File: config.mk
export PLATFORM = sky130hd
export DESIGN_NAME = model_streamer
export DESIGN_NICKNAME = d
export VERILOG_FILES = /design/src/rtl/types_pkg.sv /design/src/rtl/model_streamer_triangle_fifo.sv /design/src/rtl/model_streamer.sv
export SDC_FILE = /design/constraint.sdc
export NUM_CORES = 1
export LEC_CHECK = 0
export ABC_AREA = 1
export CAP_MARGIN = 30
export CORE_MARGIN = 8
export CORE_UTILIZATION = 30
export DETAILED_ROUTE_END_ITERATION = 16
export PLACE_DENSITY_LB_ADDON = 0.05
export SKIP_CTS_REPAIR_TIMING = 1
export SLEW_MARGIN = 20
export SYNTH_ARGS = -nofsm -noshare
export SYNTH_HDL_FRONTEND = slang
export SYNTH_SLANG_ARGS = --single-unit
File: constraint.sdc
create_clock -name clk -period 13.96 [get_ports clk]
set_input_delay 2.792 -clock clk [delete_from_list [all_inputs] [get_ports clk]]
set_output_delay 2.792 -clock clk [all_outputs]
set_load 0.005 [all_outputs]
File: src/rtl/types_pkg.sv
// Shared geometry types for the render pipeline, plus the model streamer's
// FSM state encoding and output-FIFO entry layout.
package types_pkg;

    typedef struct packed {
        logic signed [15:0] x;
        logic signed [15:0] y;
        logic signed [15:0] z;
    } vertex_t;

    typedef struct packed {
        vertex_t v0;
        vertex_t v1;
        vertex_t v2;
    } triangle_t;

    typedef enum logic [1:0] {
        ST_IDLE  = 2'd0,
        ST_FETCH = 2'd1,
        ST_DRAIN = 2'd2
    } streamer_state_t;

    typedef struct packed {
        triangle_t data;
        logic      last;
    } fifo_entry_t;

endpackage

File: src/rtl/model_streamer_triangle_fifo.sv
// Synchronous FIFO of {triangle, last}; the head is forced to zero while empty
// so the downstream bus shows clean values after reset.
module triangle_fifo
    import types_pkg::*;
#(
    parameter int DEPTH = 4,
    localparam int CNT_W = $clog2(DEPTH + 1)
) (
    input  logic             clk,
    input  logic             reset,
    input  logic             push,
    input  triangle_t        push_triangle,
    input  logic             push_last,
    input  logic             pop,
    output triangle_t        head_triangle,
    output logic             head_last,
    output logic             empty,
    output logic [CNT_W-1:0] count
);

    localparam int PW = $clog2(DEPTH);

    fifo_entry_t   mem [DEPTH];
    logic [PW-1:0] wr_ptr_r;
    logic [PW-1:0] rd_ptr_r;
    logic          do_push_s;
    logic          do_pop_s;

    assign empty     = (count == CNT_W'(0));
    assign do_push_s = push && (count != CNT_W'(DEPTH));
    assign do_pop_s  = pop && !empty;

    // Storage array: written on accepted pushes only, never reset.
    always_ff @(posedge clk) begin
        if (do_push_s) begin
            mem[wr_ptr_r] <= '{data: push_triangle, last: push_last};
        end
    end

    // Pointer and occupancy bookkeeping.
    always_ff @(posedge clk or posedge reset) begin
        if (reset) begin
            wr_ptr_r <= PW'(0);
            rd_ptr_r <= PW'(0);
            count    <= CNT_W'(0);
        end else begin
            if (do_push_s) begin
                wr_ptr_r <= wr_ptr_r + PW'(1);
            end
            if (do_pop_s) begin
                rd_ptr_r <= rd_ptr_r + PW'(1);
            end
            case ({do_push_s, do_pop_s})
                2'b10:   count <= count + CNT_W'(1);
                2'b01:   count <= count - CNT_W'(1);
                default: count <= count;
            endcase
        end
    end

    // Head presentation, zeroed while empty.
    always_comb begin
        if (empty) begin
            head_triangle = '0;
            head_last     = 1'b0;
        end else begin
            head_triangle = mem[rd_ptr_r].data;
            head_last     = mem[rd_ptr_r].last;
        end
    end

endmodule

File: src/rtl/model_streamer.sv
// Walks the model triangle ROM and streams triangles through a small FIFO.
// Build option MODEL_STREAMER_LOOP_EN: holding start replays the model back to back.
module model_streamer
    import types_pkg::*;
#(
    parameter int TRIANGLE_COUNT = 3,
    parameter int FIFO_DEPTH = 4,
    localparam int AW = $clog2(TRIANGLE_COUNT),
    localparam int CW = $clog2(TRIANGLE_COUNT + 1)
) (
    input  logic          clk,
    input  logic          reset,
    input  logic          start,
    input  logic [CW-1:0] triangle_count,
    output logic          busy,
    output logic          done,
    output logic [AW-1:0] rom_address,
    input  triangle_t     rom_triangle,
    output triangle_t     triangle,
    output logic          triangle_valid,
    input  logic          triangle_ready,
    output logic          triangle_last
);

    localparam int FCW = $clog2(FIFO_DEPTH + 1);
    localparam int OW  = FCW + 1;

    streamer_state_t state_r;
    logic            busy_r;
    logic            done_r;
    logic            pend_r;
    logic            pend_last_r;
    logic [CW-1:0]   next_index_r;
    logic [CW-1:0]   count_r;
    logic [CW-1:0]   clamped_count_s;
    logic [OW-1:0]   occupancy_s;
    logic            issue_s;
    logic            last_issue_s;
    logic            pop_s;
    logic            fifo_empty_s;
    logic [FCW-1:0]  fifo_count_s;

    triangle_fifo #(.DEPTH(FIFO_DEPTH)) u_fifo (
        .clk           (clk),
        .reset         (reset),
        .push          (pend_r),
        .push_triangle (rom_triangle),
        .push_last     (pend_last_r),
        .pop           (pop_s),
        .head_triangle (triangle),
        .head_last     (triangle_last),
        .empty         (fifo_empty_s),
        .count         (fifo_count_s)
    );

    assign triangle_valid = !fifo_empty_s;
    assign pop_s          = triangle_valid && triangle_ready;
    assign rom_address    = next_index_r[AW-1:0];
    assign busy           = busy_r;
    assign done           = done_r;

    // Requested count limited to the ROM depth.
    always_comb begin
        if (triangle_count > CW'(TRIANGLE_COUNT)) begin
            clamped_count_s = CW'(TRIANGLE_COUNT);
        end else begin
            clamped_count_s = triangle_count;
        end
    end

    // Issue only when the FIFO can take this read plus the one in flight, ignoring pops.
    always_comb begin
        occupancy_s  = OW'(fifo_count_s) + OW'(pend_r) + OW'(1);
        issue_s      = 1'b0;
        last_issue_s = 1'b0;
        if ((state_r == ST_FETCH) && (occupancy_s <= OW'(FIFO_DEPTH))) begin
            issue_s      = 1'b1;
            last_issue_s = (next_index_r == (count_r - CW'(1)));
        end else begin
            issue_s      = 1'b0;
            last_issue_s = 1'b0;
        end
    end

    // Sequencer FSM, read-pending pipeline and status outputs.
    always_ff @(posedge clk or posedge reset) begin
        if (reset) begin
            state_r      <= ST_IDLE;
            busy_r       <= 1'b0;
            done_r       <= 1'b0;
            pend_r       <= 1'b0;
            pend_last_r  <= 1'b0;
            next_index_r <= CW'(0);
            count_r      <= CW'(0);
        end else begin
            pend_r      <= issue_s;
            pend_last_r <= last_issue_s;
            done_r      <= pop_s && triangle_last;
            case (state_r)
                ST_IDLE: begin
                    if (start && (clamped_count_s != CW'(0))) begin
                        state_r      <= ST_FETCH;
                        busy_r       <= 1'b1;
                        next_index_r <= CW'(0);
                        count_r      <= clamped_count_s;
                    end else if (start) begin
                        done_r <= 1'b1;
                    end else begin
                        state_r <= ST_IDLE;
                    end
                end
                ST_FETCH: begin
                    if (last_issue_s) begin
`ifdef MODEL_STREAMER_LOOP_EN
                        if (start) begin
                            next_index_r <= CW'(0);
                        end else begin
                            next_index_r <= next_index_r + CW'(1);
                            state_r      <= ST_DRAIN;
                        end
`else
                        next_index_r <= next_index_r + CW'(1);
                        state_r      <= ST_DRAIN;
`endif
                    end else if (issue_s) begin
                        next_index_r <= next_index_r + CW'(1);
                    end else begin
                        state_r <= ST_FETCH;
                    end
                end
                ST_DRAIN: begin
                    // Leave on the final pop so done lands exactly one cycle later.
                    if (!pend_r && pop_s && (fifo_count_s == FCW'(1))) begin
                        state_r <= ST_IDLE;
                        busy_r  <= 1'b0;
                    end else if (!pend_r && fifo_empty_s) begin
                        state_r <= ST_IDLE;
                        busy_r  <= 1'b0;
                    end else begin
                        state_r <= ST_DRAIN;
                    end
                end
                default: begin
                    state_r <= ST_IDLE;
                    busy_r  <= 1'b0;
                end
            endcase
        end
    end

endmodule

Word level (Yosys, flattened, before mapping). Memory sizes are Yosys's and may differ from the RTL's. Cells that the tools add are included.

Bits in registers: 17. Memory bits (writable): 580. Input bits: 150. Output and inout port bits: 150. Logic and storage cells: 80. Memories kept: 1.

$add $sub $neg: 8. $lt $le $gt $ge: 2. Equality and inequality tests: 12. Muxes and demuxes: 26. Bitwise operators: 1. Reductions and logical operators: 20.

Memories: u_fifo.mem (words 4, bits a word 145, rd ports 1, clocked after Yosys merged registers in 0, wr ports 1, line model_streamer_triangle_fifo.sv:23) `fifo_entry_t mem [DEPTH];`.

Operators with widths (count): $mux W144 (1); $mux W2 (10); $ne A3 B3 Y1 const B (5); $mux W1 (11); $logic_and A1 B1 Y1 (9); $add A2 B1 Y2 const B (3); $pmux W2 S3 (1); $pmux W3 S2 (1); $reduce_and A3 Y1 (2); $reduce_bool A2 Y1 (3); $add A3 B1 Y4 (1); $add A4 B1 Y4 const B (1); $eq A2 B1 Y1 const B (2); $eq A2 B2 Y1 const B (2); $le A4 B3 Y1 const B (1); $pmux W2 S2 (1); $reduce_and A2 Y1 (2); $add A3 B1 Y3 const B (1); $eq A3 B1 Y1 const B (1); $logic_not A3 Y1 (1); $pmux W1 S3 (1); $sub A3 B1 Y3 const B (1); $eq A2 B2 Y1 (1); $gt A2 B2 Y1 const B (1); 5 further kinds (6).

Logic depth before layout (Yosys ltp). Gate-level depths: netlist of the first run.

Word-level depth: 8. Mapped depth: 12. Mapped depth without buffers: 12.

Cells and area by module. From an unflattened synthesis of the first run, not the netlist that was laid out.

Cell total of the unflattened synthesis: 2426. Area total of the unflattened synthesis: 25730.9 um^2.

By module, submodules not included: triangle_fifo (times used 1, cells each 2346, area each 25167.9 um^2, sequential area each 17591.9 um^2); model_streamer (times used 1, cells each 80, area each 563.0 um^2, sequential area each 250.2 um^2).

Worst setup path after synthesis of the first run. OpenSTA, ideal clock, no wires.

Kind: register -> register. From: register u_fifo.count[0]. To: memory u_fifo.mem[0][0] (netlist name) (enable). Library setup time: 0.652 ns. Arrival: 6.939 ns. Data required time: 13.308 ns. Path slack: 6.369 ns. Stages on the path, launching flop included: 6. Path buffers: 0. Clock period less this slack: 7.591 ns. Path through: dfrtp_1 inv_1 ha_1 nand2_1 nand2_1 nor2_1.

Longest elaborated chain between the ends: 4.

RTL lines: from (decl) (line model_streamer_triangle_fifo.sv:18) `output logic [CNT_W-1:0] count`; from (signal assigned) (line model_streamer_triangle_fifo.sv:54) `2'b10: count <= count + CNT_W'(1);`; from (signal assigned) (line model_streamer_triangle_fifo.sv:55) `2'b01: count <= count - CNT_W'(1);`; from (signal assigned) (line model_streamer_triangle_fifo.sv:56) `default: count <= count;`; $ne A3 B3 Y1 (line model_streamer_triangle_fifo.sv:30) `assign do_push_s = push && (count != CNT_W'(DEPTH));`; $logic_and A1 B1 Y1 (line model_streamer_triangle_fifo.sv:30); $mux W1 (line model_streamer_triangle_fifo.sv:35) `if (do_push_s) begin`; $mux W1 (not written as such) (line model_streamer_triangle_fifo.sv:36) `mem[wr_ptr_r] <= '{data: push_triangle, last: push_last};`; to (decl) (line model_streamer_triangle_fifo.sv:23).

Every way passes these cells.

==> run summary, run 1 <==
The total area inside the core boundary comes to 0.0776 mm2. The tools report the worst hold margin as 0.484 ns. Following the worst setup path forward leads to its endpoint at triangle[15]. The standard cell with the maximum stage delay on the critical path was sky130_fd_sc_hd__dfrtp_4. The mean cell area of the mapped netlist is 12.8 um2. The most critical setup path has its startpoint at u_fifo.rd_ptr_r[0]. In this run the critical register-to-register path is launched from u_fifo.count[0].

The most frequent cell after synthesis is sky130_fd_sc_hd__nor2_1. The worst setup path is launched from a flop. The top flip-flop cell by instance count after synthesis is sky130_fd_sc_hd__edfxtp_1.

The min-delay analysis places its worst path in the category flop to flop. Global routing used 14.8% of the available tracks across all layers. Across the run, the number of max-cap violations was 0.

In this run the critical register-to-register path is captured at u_fifo.mem[1][12]. The register bit total from synthesis was 597; the initial antenna violation count was 12. The logs give 36.1 mm for the detailed placer's ending HPWL and 0 for the number of synthesis warnings.

The commonest cells after synthesis are sky130_fd_sc_hd__nor2_1, sky130_fd_sc_hd__edfxtp_1, sky130_fd_sc_hd__o21ai_0. After synthesis the cells add up to 0.0236 mm2. The worst setup path is of the flop to output pin kind. The final hold violation count is 0.

The run gives 14,700 as the routed via count. The type of destination of the critical path is an output pin. The proportion of netlist area held by the largest area contributor is 73.9%. The final max-slew violation count came out at 0. The minimum period implied by the final worst setup slack came out at 6.79 ns.

The die width came out at 296 um. The count of nets left with antenna violations once routing finished came out at 0. In this run, synthesis inferred 580 flip-flops with an integrated enable. The first detailed-routing pass took 5 iterations. For the relative max-transition margin, the log shows 36.6%.

Area growth from synthesis to layout: 25.6%. TritonCTS built the clock tree. The total of endpoints with negative setup slack in the final report is 0, and the wire length of the first global-routing pass is 97.7 mm. Across all register-to-register paths, the minimum setup slack is 10.19 ns. The final sum of negative setup slack was 0 ns. Data arrives at the worst endpoint at 4.00 ns.

Counting flops with an async set or reset pin after synthesis yields a share of 2.85%. For this design the static power due to leakage is 9.79 nW. The critical path goes through buf_4 -> buf_16 -> buf_4 -> buf_16 -> nor2_1 -> nor2_1 -> o21ai_0 -> a21oi_1 -> clkdlybuf4s50_1. The biggest area contributor in the post-synthesis netlist is sky130_fd_sc_hd__edfxtp_1. The startpoint identified for the worst hold timing path is busy.

The via count of the first global-routing pass was 15,000; the number of fill cells was 7,574. On the worst path, the slowest cell contributes a delay of 0.76 ns. Summed over all layers, the routed wires come to 65.8 mm. Yosys mapped the design onto 26 distinct sky130hd cell types. Synthesis handed over a netlist of 1,836 instances. Buffers placed on the I/O ports in this run total 299.

The clock transition time at the flip-flop clock pins of the worst setup and hold paths was 0.05 ns. The I/O pin count was 300; the largest buffer count on any clock path was 3. In this run the worst path has a maximum fanout of 68. In the finished design, the share of the clock period the worst path needs comes to 48.6%. The die is 296 um tall.

The level count of the clock H-tree is 3. The logs give 597 for the number of clock sinks and 3,212 for the final cell count without fillers. Entering global routing, the biggest net connects 126 pins. Setup repair after global routing left no endpoint under its margin.

Yosys attributes the largest share of cell area to sky130_fd_sc_hd__edfxtp_1, sky130_fd_sc_hd__nor2_1, sky130_fd_sc_hd__o21ai_0. The congestion estimate from routability-driven global placement came to 0.704. Once the floorplan was initialized, standard cells occupied 30.4% of the core. The share of post-route cells with drive strength above 1 is 5.78%, and the area of the die is 0.0878 mm2. The required time at the worst-slack endpoint is 11.17 ns. The tools report the number of buffers inserted during clock tree synthesis as 69.

In this run, the number of DRC markers left after iteration 0 of detailed routing was 817. The flow ran to the end, and the final reports show no timing, DRC or antenna violations. VDD sags by at most 96.5 uV. The worst clock skew is 0.0254 ns, and the number of remaining DRC errors is 0. The clock insertion delay at the later pin of the skew report was 0.59 ns.

Using the TritonRoute via totals, the vias-per-cell ratio works out to 4.59. Synthesis produced a netlist with a net count of 1,997. The final net count is 2,279.

Dividing the detail-routed wire length by the instance count gives 20.5 um. The run gives 3,083 as the placed cell count. The logic depth of the worst register-to-register path works out to 7. Dividing total power by cell area gives a power density of 228 mW/mm2.

The tools report the cell chosen for the clock root as sky130_fd_sc_hd__clkbuf_16. The highest clock rate came out at 147 MHz. The run gives 102 as the number of rows in the core area. The sequential element share of the synthesized area was 75.7%. Global routing finished with a remaining overflow of 0.

Overall power consumption after layout is estimated at 6.75 mW. At the pin with the least slew margin, the transition time is 0.951 ns.
layout make-up:
type / instances / area (um2) / area share, %
repair buffers: 324 / 3320 / 11.2
flip-flops and latches: 597 / 17800 / 60.3
clock buffers: 94 / 1880 / 6.37
inverters: 28 / 123 / 0.414
multi-input cells: 1098 / 4870 / 16.4
well taps: 1040 / 1300 / 4.40
clock inverters: 22 / 223 / 0.753
diodes: 9 / 22.5 / 0.0761
where the power goes:
group	internal, mW	switching, mW	total [mW]	leakage, nW
clock	1.02	0.695	1.71	1.03
combinational	1.13	1.51	2.64	3.29
sequential	2.29	0.117	2.40	5.47
total	4.43	2.32	6.75	9.79
critical path: cells and delay by family (launching register included):
family,cells,cell delay (ns)
DFF,1,0.76
AOI/OAI and AO/OA,2,0.37
and+or+nand+nor,2,0.17
buffers and inverters,5,1.93
metrics by stage:
step / setup WS, ns / util [%] / area (um2)
after global placement: 7.28 / 35.2 / 27300
after floorplan: 6.37 / - / 23600
after detailed placement: 7.30 / 35.2 / 27300
final: 7.17 / 38.1 / 29600
after global routing: 6.91 / 38.1 / 29600
after CTS: 6.64 / 38.0 / 29500
worst min path at each step:
stage | endpoint | slack [ns] | depth (start not counted)
floorplan | u_fifo.mem[0][0] | 0.45 | 0
global placement | busy | 0.46 | 2
detailed placement | busy | 0.47 | 2
CTS | busy | 0.48 | 2
global route | u_fifo.mem[1][0] | 0.53 | 0
finish | busy | 0.48 | 2
kinds of logic after synthesis:
logic type / count (synthesis) / share of synthesized area [%]
AO/OA/AOI/OAI: 445 / 9.51
XOR/XNOR: 6 / 0.223
adder cells (fa/ha/maj): 11 / 0.584
buffers and inverters: 141 / 3.74
flip-flops: 597 / 75.7
AND/OR/NAND/NOR: 636 / 10.2
metal layers:
metal  global-route usage [%]  wire [um]  up-vias
li1                         -          -     7071
met1                     18.9      29200     7290
met2                     24.8      31600      271
met3                     3.94       3690       97
met4                     3.64       1350        8
met5                        0         50        -
cells in the final DEF (no fill, tap or decap), types with 6 or more instances in the layout:
cell type,netlist,final
sky130_fd_sc_hd__dfrtp_1,17,15
sky130_fd_sc_hd__o21ai_1,101,101
sky130_fd_sc_hd__ha_1,11,11
sky130_fd_sc_hd__nand2_1,35,35
sky130_fd_sc_hd__o21ai_0,193,193
sky130_fd_sc_hd__nor2_1,593,589
sky130_fd_sc_hd__clkdlybuf4s50_1,0,299
sky130_fd_sc_hd__edfxtp_1,580,580
sky130_fd_sc_hd__clkbuf_16,0,72
sky130_fd_sc_hd__clkinv_1,0,8
sky130_fd_sc_hd__clkbuf_1,19,22
sky130_fd_sc_hd__inv_1,25,24
sky130_fd_sc_hd__diode_2,0,9
sky130_fd_sc_hd__a21oi_1,147,147
sky130_fd_sc_hd__buf_4,19,17
sky130_fd_sc_hd__clkinv_2,0,6
registers in the layout, summed over array words and instances, names as in the netlist:
| name | count |
|---|---|
| count_r | 2 |
| done | 1 |
| u_fifo.count | 3 |
| busy | 1 |
| pend_r | 1 |
| pend_last_r | 1 |
| state_r | 2 |
| u_fifo.rd_ptr_r | 2 |
| u_fifo.mem | 580 |
| rom_address | 2 |
| u_fifo.wr_ptr_r | 2 |
Note: power is estimated with default switching activity, not from simulation.
==> run 2: changes to the inputs <==
- clock period: 13.96 -> 6.8 ns (I/O delays scaled with it)
==> run summary, run 2 (synthesis gave the netlist of run 1 again) <==
The reg-to-reg critical path startpoint is u_fifo.count[0]. For the reported max-cap violation count, the log shows 0. TritonCTS created 69 clock buffers.

The final hold violation count is 0, and the transition time at the pin with the least slew margin is 0.984 ns. The tools report the clock insertion delay at the later pin of the skew report as 0.60 ns. The longest clock path from root to sink contains 3 buffers. In this run the count of I/O pins placed on the die edge is 300. After detailed routing, the average wire length per cell comes to 20.5 um. For the total length of routed wires, the log shows 65.8 mm. In this run the remaining antenna-violating nets after routing total 0. For the final database, setup skew stands at 0.0234 ns.

Along the worst path, the maximum fanout reaches 67. The worst hold margin was 0.482 ns. The startpoint identified for the worst hold timing path is busy. The final layout contains 2,277 nets. The power density over the cells was 466 mW/mm2; the final max-slew violation count was 0. For the via count of the first global-routing pass, the log shows 14,900. The register with the most flip-flops in the layout has 580 of them. TritonCTS built the clock tree.

The HPWL after detailed placement is 36.7 mm. The tools report the area of the die as 0.0878 mm2. The wire length of the first global-routing pass was 97.3 mm. The run finished with clean final reports. The min-delay analysis places its worst path in the category flop to flop. In the final layout, the registers with the most flip-flops are u_fifo.mem: 580 flops, u_fifo.count: 3 flops. The top cell types in the final layout, fill and taps aside, are sky130_fd_sc_hd__nor2_1, sky130_fd_sc_hd__edfxtp_1, sky130_fd_sc_hd__clkdlybuf4s50_1, sky130_fd_sc_hd__o21ai_0, sky130_fd_sc_hd__a21oi_1. The type of the worst setup path is flop to output pin. The count of buffers from port buffering was 299.

The power consumption is 13.7 mW, and the area of all placed cells without fillers is 0.0295 mm2. The final cell count without fillers was 3,206. Setup violations remaining at the end of the flow were counted as 0. Setup repair after global routing left no endpoint under its margin. Using the TritonRoute via totals, the vias-per-cell ratio works out to 4.61. The first TritonRoute pass finished after 4 iterations. In this run, the number of DRC markers left after iteration 0 of detailed routing was 735. The final critical path takes up 75.6% of the cycle. The die width came out at 296 um. Leaving out fill and tap cells, the most frequent cell in the layout is sky130_fd_sc_hd__nor2_1. The worst-case IR drop observed on VDD is 262 uV. In this run the vertical extent of the chip is 296 um. The tools report the final sum of negative setup slack as 0 ns. The tools report the highest clock rate as 194 MHz. STA classifies the critical path startpoint as a flop. The initial antenna violation count came out at 8. The region available for standard cell placement spans 0.0776 mm2. The effective utilization at floorplan is 30.4%. Clock transition time at the flip-flop clock pins of the worst setup and hold paths: 0.06 ns. Counting flops per register, the top entry is u_fifo.mem.

The total overflow left after global routing is 0. Summing all placed instances gives a cell area of 0.0274 mm2. Required time at the worst-slack endpoint: 5.44 ns. The clock tree synthesis step divided the H-tree into 3 levels.

The number of rows in the core area is 102, and the largest net degree at the start of global routing is 139. Compared with the post-synthesis result, the final layout area differs by 25.2%. The run gives 9.76 nW as the leakage power figure. The tools report the first element of the critical path as u_fifo.rd_ptr_r[1]. For this block, the via count after detailed routing is 14,800. The tree is rooted in a sky130_fd_sc_hd__clkbuf_16. The worst path meets setup with 1.66 ns of slack. The number of clock sinks is 597, and the data arrival time at the worst-slack endpoint is 3.78 ns. In this run the tightest slew margin relative to its limit is 34.4%. The number of remaining DRC errors was 0. Type of destination of the critical path: an output pin. The placed cell count was 3,084; the worst slack at placement was 2.17 ns. The routed design could run at a clock period as short as 5.14 ns.

In the global route stage, overall resource usage came out at 14.6%. Utilization after layout: 38.0%. The tools report the placer congestion estimate as 0.712. Cells with a size suffix above 1 make up 5.82% of the layout.
run 2: worst paths after layout:
path	endpoint	slack [ns]	depth (start not counted)
worst min register to register	busy	0.48	2
max in group asynchronous	u_fifo.rd_ptr_r[1]	5.07	2
min in group asynchronous	done	1.19	2
worst max register to register	u_fifo.mem[3][11]	3.54	6
worst max-delay path	triangle[108]	1.66	6
worst min-delay path	busy	0.48	2
run 2: layer usage:
layer	part of all wire, %	global-route usage (%)	wire length (um)
met1	46	19.7	30400
met2	47	23.7	30700
met3	5.3	3.46	3500
met4	1.7	3.92	1150
met5	0.13	0	84
run 2: final cells by class:
class | count | area [um2]
Tap cell | 1040 | 1300
Multi-Input combinational cell | 1098 | 4870
Sequential cell | 597 | 17800
Fill cell | 7516 | 48100
Inverter | 28 | 125
Antenna cell | 1 | 2.50
Clock buffer | 88 | 1860
Timing Repair Buffer | 322 | 3270
Clock inverter | 32 | 228
run 2: worst max-delay path, stage by stage, from the launching register on:
cell	delay, ns
sky130_fd_sc_hd__dfrtp_4	0.66
sky130_fd_sc_hd__buf_4	0.72
sky130_fd_sc_hd__buf_4	0.85
sky130_fd_sc_hd__nor2_1	0.12
sky130_fd_sc_hd__o21ai_0	0.11
sky130_fd_sc_hd__a21oi_1	0.11
sky130_fd_sc_hd__clkdlybuf4s50_1	0.48
run 2: power breakdown:
part / switching, mW / total [mW] / leakage (nW) / internal, mW
combinational: 3.13 / 5.41 / 3.27 / 2.28
clock: 1.43 / 3.44 / 1.02 / 2.01
sequential: 0.201 / 4.89 / 5.47 / 4.69
